--- src/rtl/peridot_board_i2c_avm.sv ---
// I2C slave transaction layer: decodes device address and register pointer, and turns
// I2C write/read bursts into single-byte Avalon-MM transfers while stretching SCL.
`timescale 1ns/1ps
module peridot_board_i2c_avm #(
    parameter logic [6:0] DEVICE_ADDR = 7'h50
) (
    input  logic       clk,
    input  logic       reset,
    input  logic       condi_start,
    input  logic       condi_stop,
    input  logic       done_byte,
    input  logic       done_ack,
    input  logic [7:0] recieve_bytedata,
    input  logic       recieve_ackdata,
    output logic       ackwaitrequest,
    output logic       send_ackdata,
    output logic [7:0] send_bytedata,
    output logic       send_bytedatavalid,
    output logic [7:0] avm_address,
    output logic       avm_write,
    output logic [7:0] avm_writedata,
    output logic       avm_read,
    input  logic       avm_waitrequest,
    input  logic [7:0] avm_readdata,
    input  logic       avm_readdatavalid,
    output logic       busy
);

    typedef enum logic [2:0] {StIdle, StDev, StReg, StWr, StRd, StIgn} state_t;

    state_t     r_state, w_state_next;
    logic [7:0] r_ptr, r_txdata, r_wdata;
    logic       r_ackwait, r_ackdata, r_txvalid, r_wr, r_rd, r_rd_pend;
    logic       w_xfer, w_hold, w_hit, w_wr_done, w_rd_cmd_done, w_rd_data;
    logic       w_trig, w_ack_upd, w_ack_val, w_issue_wr, w_issue_rd, w_ptr_load;

    assign w_xfer        = r_wr | r_rd | r_rd_pend;
    assign w_wr_done     = r_wr & ~avm_waitrequest;
    assign w_rd_cmd_done = r_rd & ~avm_waitrequest;
    assign w_rd_data     = r_rd_pend & avm_readdatavalid;
    assign w_hit         = (recieve_bytedata[7:1] == DEVICE_ADDR);
    // Reads hold the stretch one cycle past readdatavalid so the new tx byte settles first.
    assign w_hold        = (r_wr & avm_waitrequest) | r_rd | r_rd_pend;

    always_ff @(posedge clk or posedge reset) begin
        if (reset) begin
            r_state <= StIdle;
        end else begin
            r_state <= w_state_next;
        end
    end

    always_comb begin
        w_state_next = r_state;
        w_trig       = 1'b0;
        w_ack_upd    = 1'b0;
        w_ack_val    = 1'b0;
        w_issue_wr   = 1'b0;
        w_issue_rd   = 1'b0;
        w_ptr_load   = 1'b0;
        if (condi_start) begin
            w_state_next = StDev;
        end else if (condi_stop) begin
            w_state_next = StIdle;
        end else if (done_byte) begin
            w_ack_upd = 1'b1;
            case (r_state)
                StDev: begin
                    w_trig = 1'b1;
                    if (!w_hit) begin
                        w_state_next = StIgn;
                    end else begin
                        w_ack_val = 1'b1;
                        if (recieve_bytedata[0]) begin
                            w_issue_rd   = 1'b1;
                            w_state_next = StRd;
                        end else begin
                            w_state_next = StReg;
                        end
                    end
                end
                StReg: begin
                    w_trig       = 1'b1;
                    w_ack_val    = 1'b1;
                    w_ptr_load   = 1'b1;
                    w_state_next = StWr;
                end
                StWr: begin
                    w_trig     = 1'b1;
                    w_ack_val  = 1'b1;
                    w_issue_wr = 1'b1;
                end
                StRd: begin
                    w_trig     = 1'b1;
                    w_issue_rd = 1'b1;
                end
                default: ;
            endcase
        end else if (done_ack && r_state == StRd && !recieve_ackdata) begin
            w_state_next = StIgn;
        end
    end

    always_ff @(posedge clk or posedge reset) begin
        if (reset) begin
            r_ackwait <= 1'b0;
            r_ackdata <= 1'b0;
            r_txdata  <= 8'hFF;
            r_txvalid <= 1'b0;
            r_wr      <= 1'b0;
            r_rd      <= 1'b0;
            r_rd_pend <= 1'b0;
            r_wdata   <= 8'h00;
            r_ptr     <= 8'h00;
        end else begin
            r_ackwait <= w_trig | (r_ackwait & w_hold);
            if (w_ack_upd) begin
                r_ackdata <= w_ack_val;
            end
            if (w_ptr_load) begin
                r_ptr <= recieve_bytedata;
            end else if (w_wr_done || w_rd_data) begin
                r_ptr <= r_ptr + 8'd1;
            end
            if (w_wr_done) begin
                r_wr <= 1'b0;
            end
            if (w_rd_cmd_done) begin
                r_rd      <= 1'b0;
                r_rd_pend <= 1'b1;
            end
            if (w_rd_data) begin
                r_rd_pend <= 1'b0;
            end
            if (!w_xfer) begin
                if (w_issue_wr) begin
                    r_wr    <= 1'b1;
                    r_wdata <= recieve_bytedata;
                end
                if (w_issue_rd) begin
                    r_rd <= 1'b1;
                end
            end
            // Read data arriving after the burst has left RD is dropped.
            if (w_rd_data && w_state_next == StRd) begin
                r_txdata  <= avm_readdata;
                r_txvalid <= 1'b1;
            end else if (w_state_next inside {StIdle, StDev, StIgn}) begin
                r_txvalid <= 1'b0;
            end
        end
    end

    assign ackwaitrequest     = r_ackwait;
    assign send_ackdata       = r_ackdata;
    assign send_bytedata      = r_txdata;
    assign send_bytedatavalid = r_txvalid;
    assign avm_address        = r_ptr;
    assign avm_write          = r_wr;
    assign avm_writedata      = r_wdata;
    assign avm_read           = r_rd;
    assign busy               = (r_state != StIdle) | w_xfer;

endmodule

--- config.mk ---
export PLATFORM = sky130hd
export DESIGN_NAME = peridot_board_i2c_avm
export DESIGN_NICKNAME = d
export VERILOG_FILES = /design/src/rtl/peridot_board_i2c_avm.sv
export SDC_FILE = /design/constraint.sdc
export NUM_CORES = 1
export LEC_CHECK = 0
export CAP_MARGIN = 20
export CORE_MARGIN = 2
export CORE_UTILIZATION = 43
export CTS_BUF_LIST = sky130_fd_sc_hd__clkbuf_4
export CTS_CLUSTER_SIZE = 40
export DETAILED_ROUTE_END_ITERATION = 7
export PLACE_DENSITY_LB_ADDON = 0.15
export SETUP_SLACK_MARGIN = 0.02
export SLEW_MARGIN = 20
export SYNTH_ARGS = -nofsm -noshare
export SYNTH_HDL_FRONTEND = slang
export SYNTH_SLANG_ARGS = --single-unit
--- constraint.sdc ---
create_clock -name clk -period 1.75 [get_ports clk]
set_input_delay 0.4375 -clock clk [delete_from_list [all_inputs] [get_ports clk]]
set_output_delay 0.4375 -clock clk [all_outputs]
set_load 0.05 [all_outputs]
# Yosys cells after proc, flatten, opt, wreduce, memory -nomap -nowiden
# Cells that the tools add are included.
[word_totals]
reg_bits = 33
in_bits = 25
output_inout_bits = 30
wordCells = 91
[classes]
addsub = 1
eq_ne = 8
mux = 45
bitwise_logic = 13
n_reduce_logical = 14
[op_table]
columns = ["op", "count"]
rows = [
  ["$mux 1", 34],
  ["$mux 3", 6],
  ["$mux 8", 2],
  ["$eq 3x3->1 const B", 3],
  ["$add 8x1->8 const B", 1],
  ["$eq 7x7->1 const B", 1],
  ["$eq 3x1->1 const B", 2],
  ["$eq 3x2->1 const B", 2],
  ["$or 1x1->1", 6],
  ["$pmux 3 s2", 1],
  ["$reduce_bool 2->1", 3],
  ["$reduce_bool 3->1", 2],
  ["$and 1x1->1", 5],
  ["$pmux 1 s2", 2],
  ["$reduce_or 4->1", 1],
  ["$logic_and 1x1->1", 3],
  ["$logic_not 3->1", 1],
  ["$not 1->1", 2],
  ["$reduce_and 2->1", 1],
  ["$reduce_or 2->1", 1],
  ["$logic_not 1->1", 1],
  ["$logic_or 1x1->1", 1],
]

# Depth between registers and ports, before layout
[depth]
depth_word = 11
ltp_mapped = 7
mapped_depth_nobuf = 5

# Worst setup path after synthesis
# OpenSTA, ideal clock, no wires.
[synth_path]
path_kind = "register -> output"
startpoint = "register r_rd, in the netlist avm_read"
endpoint = "output port busy"
arrival_ns = 1.487
t_required_ns = 1.312
slack_ns = -0.175
path_stages_with_launch = 4
n_path_buf = 0
path_cell_list = "dfrtp_1 -> nor2_1 -> nand2_1 -> or4_1"
[synth_via]
elab_chain_cells = 3
[synth_lines]
columns = ["element", "line", "text"]
rows = [
  ["start: declaration", "33", "logic r_ackwait, r_ackdata, r_txvalid, r_wr, r_rd, r_rd_pend;"],
  ["start signal: assignment", "111", "r_rd <= 1'b0;"],
  ["start signal: assignment", "129", "r_rd <= 1'b0;"],
  ["start signal: assignment", "141", "r_rd <= 1'b1;"],
  ["$or 1x1->1 (2 in a row)", "37", "assign w_xfer = r_wr | r_rd | r_rd_pend;"],
  ["$or 1x1->1", "162", "assign busy = (r_state != StIdle) | w_xfer;"],
  ["end: declaration", "26", "output logic busy"],
]
# No other way between the ends.

# Worst setup path after layout
# Ends and elaborated chain as after synthesis.

==> flow_metrics.tcl <==
set metrics [dict create \
    cts-buffers-inserted 5 \
    synth_top_family_by_area "simple AND/OR/NAND/NOR gates" \
    grt_start_max_net_pins 34 \
    cp-start-kind "flip-flop" \
    grt_util_all_layers_pct 22.4 \
    die_w_um 66.4 \
    final.min_clock_period_ns 2.02 \
    syn_inst 143 \
    seq_power_share_pct 47.8 \
    sw_frac_of_total_pct 31.8 \
    crit_type "flip-flop to output port" \
    portBuffers 54 \
    relSlewSlack_pct 71.6 \
    grt_overflow 0 \
    cp_max_fo 3 \
    pwr-share-clk_pct 22.1 \
    synth_fa_ha_area_share_pct 0.747 \
    muxShareOfSynthArea_pct 13.1 \
    ioPinCount 55 \
    power_mw 1.83 \
    synth_area_leaders "dfrtp_1, dfstp_2, mux2_4" \
    synth_top_area_share_pct 37.3 \
    ir_drop_uv 352 \
    cts_root_buffer "clkbuf_4" \
    drc 0 \
    finalCritPeriodShare_pct 115 \
    fp.dieH_um 66.4 \
    synth_xor_area_share_pct 4.18 \
    combPwrFrac_pct 30.1 \
    hold_slack_ns 0.470 \
    yosysUniqueCellTypes 44 \
    initial_core_util_pct 45.1 \
    syn_area_per_cell_um2 11.7 \
    synth_compound_area_share_pct 8.89 \
    hold_class "input port to flip-flop" \
    multiInputGateArea_um2 845 \
    cts_max_path_buffers 2 \
    seq_area_frac_synth_pct 49.9 \
    antenna_cells 0 \
    viasPerCell 5.19 \
    drt_iter0_markers 52 \
    setup_violations 18 \
    finalWeightedCongestion 0.834 \
    rsz0062_at_grt "yes" \
    drive_above_1_share_pct 52.0 \
    clk_latency_ns 0.33 \
    grt_pass1_vias 1530 \
    areaGrowthSynthToFinish_pct 68.5 \
    yosys.area_share.simple_pct 20.1 \
    cts.clk_slew.worst_paths_ns 0.10 \
    nets 272 \
    antenna_left 0 \
    worstMarginPinSlew_ns 0.427 \
    status "finished, violations left" \
    syn-num-nets 169 \
    antenna_found_initial 0 \
    drv_slew 0 \
    cts_tree "built" \
    cp-end-kind "output port" \
    p_int_mw 1.25 \
    max_cap_viol_count 0 \
    fill_cells 251 \
    r2r_slack_ns -0.21 \
    placement.cell_area_mm2 0.00256 \
    register_area_um2 836 \
    crit_required_ns 1.31 \
    fin_area_mm2 0.00282 \
    cts_hold_buf 0 \
    arrival_ns 1.58 \
    fmax_mhz 495 \
    synth-edff-count 0 \
    leakagePower_nw 1.41 \
    core_area_mm2 0.00372 \
    grt_pass1_wl_um 7250 \
    yosysTopAreaCell "dfrtp_1" \
    ys_ff_latch 33 \
    htreeDepth 2 \
    yosysWarnings 0 \
    netlist_area_mm2 0.00168 \
    num_rows 22 \
    firstDrtPassIters 4 \
    fin_worst_skew_ns 0.00924 \
    wl_per_cell_um 15.8 \
    clock_sinks 33 \
    dieArea_mm2 0.00441 \
    hold_viol 0 \
    setup_slack_ns -0.270 \
    utilization_pct 76.0 \
    totalWireLength_um 4640 \
    async_flop_share_pct 100 \
    tns_ns -2.60 \
    violations "setup timing" \
    p_sw_mw 0.581 \
    power.density_mw_per_mm2 647 \
    synth_top_flop_cell "dfrtp_1" \
    hpwl_um 3190 \
    vias 1525 \
]
## critical path: stages (launching register included)
cell and delay, ns:
dfrtp_1 0.42, nor2_2 0.16, nand2_2 0.08, or4_4 0.43, buf_8 0.17
## cell type report
class                      instances  area share, %
multi-input combinational         99           29.9
sequential                        33           29.6
inverter                           6          0.798
tap                               48           2.13
clock buffer                       6           1.60
clock inverter                     1          0.133
timing repair buffer             101           35.8
## power by group through the flow
stage               clock [mW]  combinational, mW  sequential (mW)
finish                   0.404              0.549            0.874
detailed placement           0              0.516            0.887
floorplan                    0              0.122            0.990
global route             0.452              0.586            0.885
global placement             0              0.507            0.886
CTS                      0.410              0.528            0.873
## stage by stage
step,setup WS (ns),cells
after detailed placement,-0.728,269
after CTS,-0.256,284
final,-0.270,294
after global routing,-0.303,294
after floorplan,-0.174,143
after global placement,-0.669,269
## synthesized netlist by cell type, types with 2 or more instances
master and number:
mux2_2 7, a21oi_1 10, clkbuf_1 2, dfstp_2 8
nand4_1 4, or3_1 2, mux2_4 8, nand3_1 2
dfrtp_1 25, nor2_1 15, inv_1 6, xor2_1 6
nand2_1 13, o21ai_0 2, o31ai_1 2, buf_2 2
xnor2_1 2
## what timing repair did
| item | CTS | global route |
|---|---|---|
| pin swaps | 5 | 13 |
| endpoints found under the setup margin | 20 | 27 |
| gates resized for setup | 17 | 20 |
| gates cloned | 0 | 1 |
| setup buffers | 8 | 10 |
## sequential cells by signal, summed over array words and instances, names as in the netlist
register,flops
avm_writedata,8
avm_read,1
send_bytedata,8
r_state,3
avm_write,1
send_bytedatavalid,1
avm_address,8
r_rd_pend,1
ackwaitrequest,1
send_ackdata,1
## cell usage in the layout, fill, tap and decap left out, drive strengths merged, types with 2 or more instances in the layout
master          n
dlymetal6s2s    4
inv             6
clkdlybuf4s50  14
xor2            6
dfrtp          25
buf            76
mux2           16
xnor2           2
nor4b           2
nand4bb         2
clkbuf          9
dlygate4sd2     3
or3             2
a21oi          11
nand4           4
o31ai           2
o21ai           3
nand3           3
dfstp           8
nand2          13
nor2           15
## cell families after synthesis
group                    count (synthesis)
AO/OA/AOI/OAI                           21
buffers and inverters                   11
flip-flops                              33
XOR/XNOR                                 8
AND/OR/NAND/NOR                         52
adder cells (fa/ha/maj)                  1
multiplexers                            17
## layer usage
layer  global-route usage [%]  vias up  share of wire (%)
met1                     26.2      755                 39
met3                     6.64       10                5.9
met2                     38.1       50                 53
met4                     9.44        0                2.0
met5                        0        -                  0
li1                         -      710                  -
## worst paths after layout
kind / start / endpoint / cells after the start
setup / recovery: avm_read$_DFF_PP0_ / busy / 4
hold / removal: recieve_bytedata[2] / avm_address[2]$_DFFE_PP0P_ / 4
setup reg to reg: r_state[2]$_DFF_PP0_ / send_bytedata[7]$_DFFE_PP1P_ / 8
hold reg to reg: ackwaitrequest$_DFF_PP0_ / ackwaitrequest$_DFF_PP0_ / 2
max in group asynchronous: reset / send_bytedata[3]$_DFFE_PP1P_ / 3
min in group asynchronous: reset / avm_address[1]$_DFFE_PP0P_ / 3
Power figures use the tool's default switching activity.
